==> src/rtl/table_fsm_pkg.sv <==
// Shared types for table_fsm: transition-table entry layout and default table contents.
// Entries hold up to TBL_MAX_W bits of next state; instances narrower than that zero-extend.
package table_fsm_pkg;

  localparam int TBL_MAX_W = 8;

  typedef struct packed {
    logic [TBL_MAX_W-1:0] next;
    logic                 flag;
  } tbl_entry_t;

  // Default table walks the states in a ring: i -> (i+1) mod n, flag clear.
  function automatic tbl_entry_t tbl_default(input int unsigned idx, input int unsigned n);
    tbl_entry_t e;
    e.next = TBL_MAX_W'((idx + 1) % n);
    e.flag = 1'b0;
    return e;
  endfunction

endpackage

==> src/rtl/table_fsm_ram.sv <==
// Transition-table storage: sync write, async read, ring-table init on reset.
// Latency: read combinational, write visible the cycle after the strobe; backpressure: none.
module fsm_table_ram
  import table_fsm_pkg::*;
#(
  parameter int STATE_W    = 3,
  parameter int NUM_STATES = 8
) (
  input  logic               clk,
  input  logic               reset,
  input  logic               we,
  input  logic [STATE_W-1:0] wr_addr,
  input  tbl_entry_t         wr_entry,
  input  logic [STATE_W-1:0] rd_addr,
  output tbl_entry_t         rd_entry
);

  localparam logic [STATE_W:0] NUM_S = NUM_STATES[STATE_W:0];

  tbl_entry_t mem [NUM_STATES];

  always_ff @(posedge clk or posedge reset) begin
    if (reset) begin
      for (int i = 0; i < NUM_STATES; i++) begin
        mem[i] <= tbl_default(i, NUM_STATES);
      end
    end else if (we) begin
      mem[wr_addr] <= wr_entry;
    end
  end

  // Out-of-range addresses read as zero; the caller treats that state as illegal anyway.
  always_comb begin
    rd_entry = '0;
    if ({1'b0, rd_addr} < NUM_S) begin
      rd_entry = mem[rd_addr];
    end
  end

endmodule

==> src/rtl/table_fsm.sv <==
// Table-driven FSM with run-time programmable transitions, per-state flag and step counter.
// Latency: state registered, y/stuck combinational from state; backpressure: none (en gates steps).
module table_fsm
  import table_fsm_pkg::*;
#(
  parameter int STATE_W     = 3,
  parameter int NUM_STATES  = 8,
  parameter int RESET_STATE = 1
) (
  input  logic               clk,
  input  logic               reset,
  input  logic               en,
  input  logic               restart,
  input  logic               wr_en,
  input  logic [STATE_W-1:0] wr_addr,
  input  logic [STATE_W-1:0] wr_next,
  input  logic               wr_flag,
  input  logic               clr_cnt,
  output logic [STATE_W-1:0] state,
  output logic               y,
  output logic               stuck,
  output logic               wr_err,
  output logic [15:0]        step_cnt
);

  localparam logic [STATE_W:0]   NUM_S = NUM_STATES[STATE_W:0];
  localparam logic [STATE_W-1:0] RST_S = RESET_STATE[STATE_W-1:0];

  tbl_entry_t         cur;
  tbl_entry_t         wr_entry;
  logic               wr_ok;
  logic               state_legal;
  logic [STATE_W-1:0] state_nxt;
  logic [15:0]        cnt_nxt;

  assign wr_ok         = wr_en && ({1'b0, wr_addr} < NUM_S) && ({1'b0, wr_next} < NUM_S);
  assign wr_entry.next = TBL_MAX_W'(wr_next);
  assign wr_entry.flag = wr_flag;

  fsm_table_ram #(
    .STATE_W    (STATE_W),
    .NUM_STATES (NUM_STATES)
  ) u_ram (
    .clk      (clk),
    .reset    (reset),
    .we       (wr_ok),
    .wr_addr  (wr_addr),
    .wr_entry (wr_entry),
    .rd_addr  (state),
    .rd_entry (cur)
  );

  assign state_legal = ({1'b0, state} < NUM_S);
  assign y           = cur.flag;
  assign stuck       = (cur.next == TBL_MAX_W'(state));

  // cur is the pre-write entry, so a same-cycle write to table[state] only affects later steps.
  always_comb begin
    state_nxt = state;
    cnt_nxt   = step_cnt;
    if (!state_legal || restart) begin
      state_nxt = RST_S;
    end else if (en) begin
      state_nxt = cur.next[STATE_W-1:0];
    end
    if (clr_cnt) begin
      cnt_nxt = '0;
    end else if (en && !restart && (step_cnt != 16'hFFFF)) begin
      cnt_nxt = step_cnt + 16'd1;
    end
  end

  always_ff @(posedge clk or posedge reset) begin
    if (reset) begin
      state    <= RST_S;
      step_cnt <= '0;
      wr_err   <= 1'b0;
    end else begin
      state    <= state_nxt;
      step_cnt <= cnt_nxt;
      wr_err   <= wr_en && !wr_ok;
    end
  end

endmodule

==> config.mk <==
export PLATFORM = sky130hd
export DESIGN_NAME = table_fsm
export DESIGN_NICKNAME = d
export VERILOG_FILES = /design/src/rtl/table_fsm_pkg.sv /design/src/rtl/table_fsm_ram.sv /design/src/rtl/table_fsm.sv
export SDC_FILE = /design/constraint.sdc
export NUM_CORES = 1
export LEC_CHECK = 0
export ABC_AREA = 0
export CORE_UTILIZATION = 55
export DETAILED_ROUTE_END_ITERATION = 8
export MAX_ROUTING_LAYER = met4
export PLACE_DENSITY = 0.83
export SKIP_LAST_GASP = 1
export SLEW_MARGIN = 20
export SYNTH_ARGS = -nofsm -noshare
export SYNTH_HDL_FRONTEND = slang
export SYNTH_HIERARCHICAL = 1
export SYNTH_SLANG_ARGS = --single-unit
==> constraint.sdc <==
create_clock -name clk -period 3.4 [get_ports clk]
set_input_delay 0.34 -clock clk [delete_from_list [all_inputs] [get_ports clk]]
set_output_delay 0.34 -clock clk [all_outputs]
set_load 0.01 [all_outputs]
==> flow_metrics.tcl <==
set metrics [dict create \
    drt-initial-drc-count 139 \
    cts_tree "built" \
    dieArea_um2 8450 \
    boundaryPins 35 \
    crit_required_ps 3060 \
    cts_max_level 3 \
    fin_ws_ps 168 \
    antenna_found_initial 0 \
    synthXorXnorAreaFrac_pct 0.788 \
    synth_edf_count 0 \
    maxSlewViolCount 0 \
    synthesis.area_um2 4450 \
    finClkSkew_ps 7.70 \
    coreArea_um2 7770 \
    drive_above_1_share_pct 33.0 \
    setup_viol 0 \
    path_class "reg2out" \
    pre_cts_ws_ps 43.0 \
    outcome "finished, final reports clean" \
    yosysUniqueCellTypes 44 \
    holdBufCountCts 0 \
    worstMarginPinSlew_ps 886 \
    ys_ff_latch 91 \
    cap_violations 0 \
    hp-class "in2async" \
    routed_wl_mm 9.07 \
    layout_worst_path_cycle_share_pct 95.1 \
    synthArstFlopShare_pct 100 \
    synthCells 306 \
    die_x_um 91.9 \
    final_common_cell "mux2_2" \
    crit_arrival_ps 2890 \
    clock-sinks 91 \
    fin_nets 397 \
    dp_hpwl_mm 6.26 \
    synthFlopType "dfrtp_1" \
    hold_viol_final 0 \
    port_buffers 33 \
    cts_buffers 9 \
    vias_per_cell 5.77 \
    crit_fanout 7 \
    grt_usage_pct 24.9 \
    rows 32 \
    grt_max_degree 73 \
    max_freq_ghz 0.309 \
    clock_latency_ps 360 \
    grt_pass1_wl_mm 15.1 \
    antenna_cells 0 \
    path_clk_slew_ps 90 \
    start_util_pct 57.2 \
    wl_per_cell_um 18.5 \
    dr.pass1.iters 4 \
    cp-end-kind "primary output" \
    mostFrequentLayoutCells "mux2_2 (83), dfrtp_1 (78), conb_1 (41), clkdlybuf4s50_1 (32), mux4_1 (18)" \
    rsz0062_at_grt "false" \
    synth_top_family_by_area "multiplexers" \
    vias 2827 \
    synth_compound_area_share_pct 3.43 \
    yosys.area_share.simple_pct 8.58 \
    synthAdderAreaFrac_pct 0.281 \
    synthMuxAreaShare_pct 32.6 \
    final_cells 490 \
    nFillCells 568 \
    area_growth_syn_to_layout_pct 18.9 \
    hold_ws_ps 488 \
    grt_pass1_vias 2995 \
    ys_seq_area_share_pct 51.6 \
    postSynthAreaPerCell_um2 14.5 \
    p_per_area_nw_per_um2 536 \
    min_period_ps 3230 \
    power.leakage_nw 2.23 \
    die_h_um 91.9 \
    cts-root-buf "clkbuf_8" \
    cp-start-kind "flop" \
    ir_drop_mv 0.408 \
    overflow 0 \
    ant_nets 0 \
    dp.cells 472 \
    finalSetupTns_ps 0 \
    ctsLongestPathBuffers 2 \
    yosys_warnings 6 \
    drc 0 \
    slew_headroom_pct 40.9 \
    gp_congestion 0.869 \
]
## logic make-up after synthesis
group / after synthesis
AND/OR/NAND/NOR: 59
multiplexers: 105
adder cells (fa/ha/maj): 1
buffers and inverters: 21
other: 1
AO/OA/AOI/OAI: 24
XOR/XNOR: 4
flip-flops: 91
## power breakdown
part / switching, mW / internal [mW] / total [mW] / leakage, nW
Combinational: 0.217 / 0.387 / 0.605 / 1.02
Sequential: 0.127 / 1.30 / 1.43 / 1.11
Clock: 0.365 / 0.436 / 0.802 / 0.107
## Yosys cell counts (2+ instances only)
cell type / number / area [µm²]
mux2_2: 83 / 935
dfrtp_1: 78 / 1950
mux4_1: 18 / 473
dfstp_2: 13 / 342
buf_2: 10 / 50.1
a21oi_1: 9 / 45.0
nand2_1: 8 / 30.0
nor2_1: 7 / 26.3
nand4_1: 6 / 37.5
or4_1: 6 / 45.0
o21ai_0: 5 / 25.0
inv_1: 4 / 15.0
nand3_1: 4 / 20.0
nor2b_1: 4 / 25.0
o31ai_1: 4 / 30.0
clkbuf_1: 3 / 11.3
mux2i_1: 3 / 30.0
nand4b_1: 3 / 26.3
nor4bb_1: 3 / 30.0
or3_1: 3 / 18.8
xnor2_1: 3 / 26.3
and3_1: 2 / 12.5
and4_1: 2 / 17.5
nor3_1: 2 / 10.0
nor4b_1: 2 / 17.5
o311ai_0: 2 / 17.5
o41ai_1: 2 / 17.5
## cell type report
class / instances / area (µm²) / area share [%]
sequential: 91 / 2290 / 43.4
multi-input combinational: 234 / 2210 / 41.8
timing repair buffer: 43 / 420 / 7.95
clock buffer: 12 / 145 / 2.75
tap: 102 / 128 / 2.41
clock inverter: 4 / 76.3 / 1.44
inverter: 4 / 15.0 / 0.284
## what timing repair did
item,4_1_cts,5_1_grt
buffers inserted,2,0
gates resized for setup,3,0
setup endpoints to repair,1,0
## worst paths after layout
kind                               startpoint       endpoint  slack [ps]  cells past startpoint
worst max-delay path                 state[0]          stuck         170                      6
min in group clk                u_ram/mem[70]  u_ram/mem[70]         510                      1
max in group asynchronous               reset  u_ram/mem[32]        2210                      3
worst min-delay path                    reset    step_cnt[4]         490                      2
worst max register to register    step_cnt[6]    step_cnt[9]        1400                      4
worst min register to register  u_ram/mem[70]  u_ram/mem[70]         510                      1
## state kept, by name, summed over array words and instances, names as in the netlist
name / count
state: 3
step_cnt: 16
u_ram/mem: 72
## layer usage
metal  part of all wire [%]  GRT usage, %
met1                     42          29.9
met2                     53          42.3
met3                    2.7          3.23
met4                    2.6          10.9
met5                      0             -
## per-stage QoR
stage	instance area (µm²)	utilization (%)	total power, mW
after floorplan	4600	-	1.86
after global placement	5030	64.8	2.00
after detailed placement	5030	64.8	2.04
after CTS	5290	68.1	2.86
after global routing	5290	68.1	2.97
final	5290	68.1	2.83
## critical path, cell delays in order, from the launching register on
cell and delay, ps:
dfstp_2 580, buf_12 130, mux4_1 540, mux2_2 260, or4_1 550, nor3_2 170, dlygate4sd2_1 290
Power figures use the tool's default switching activity.
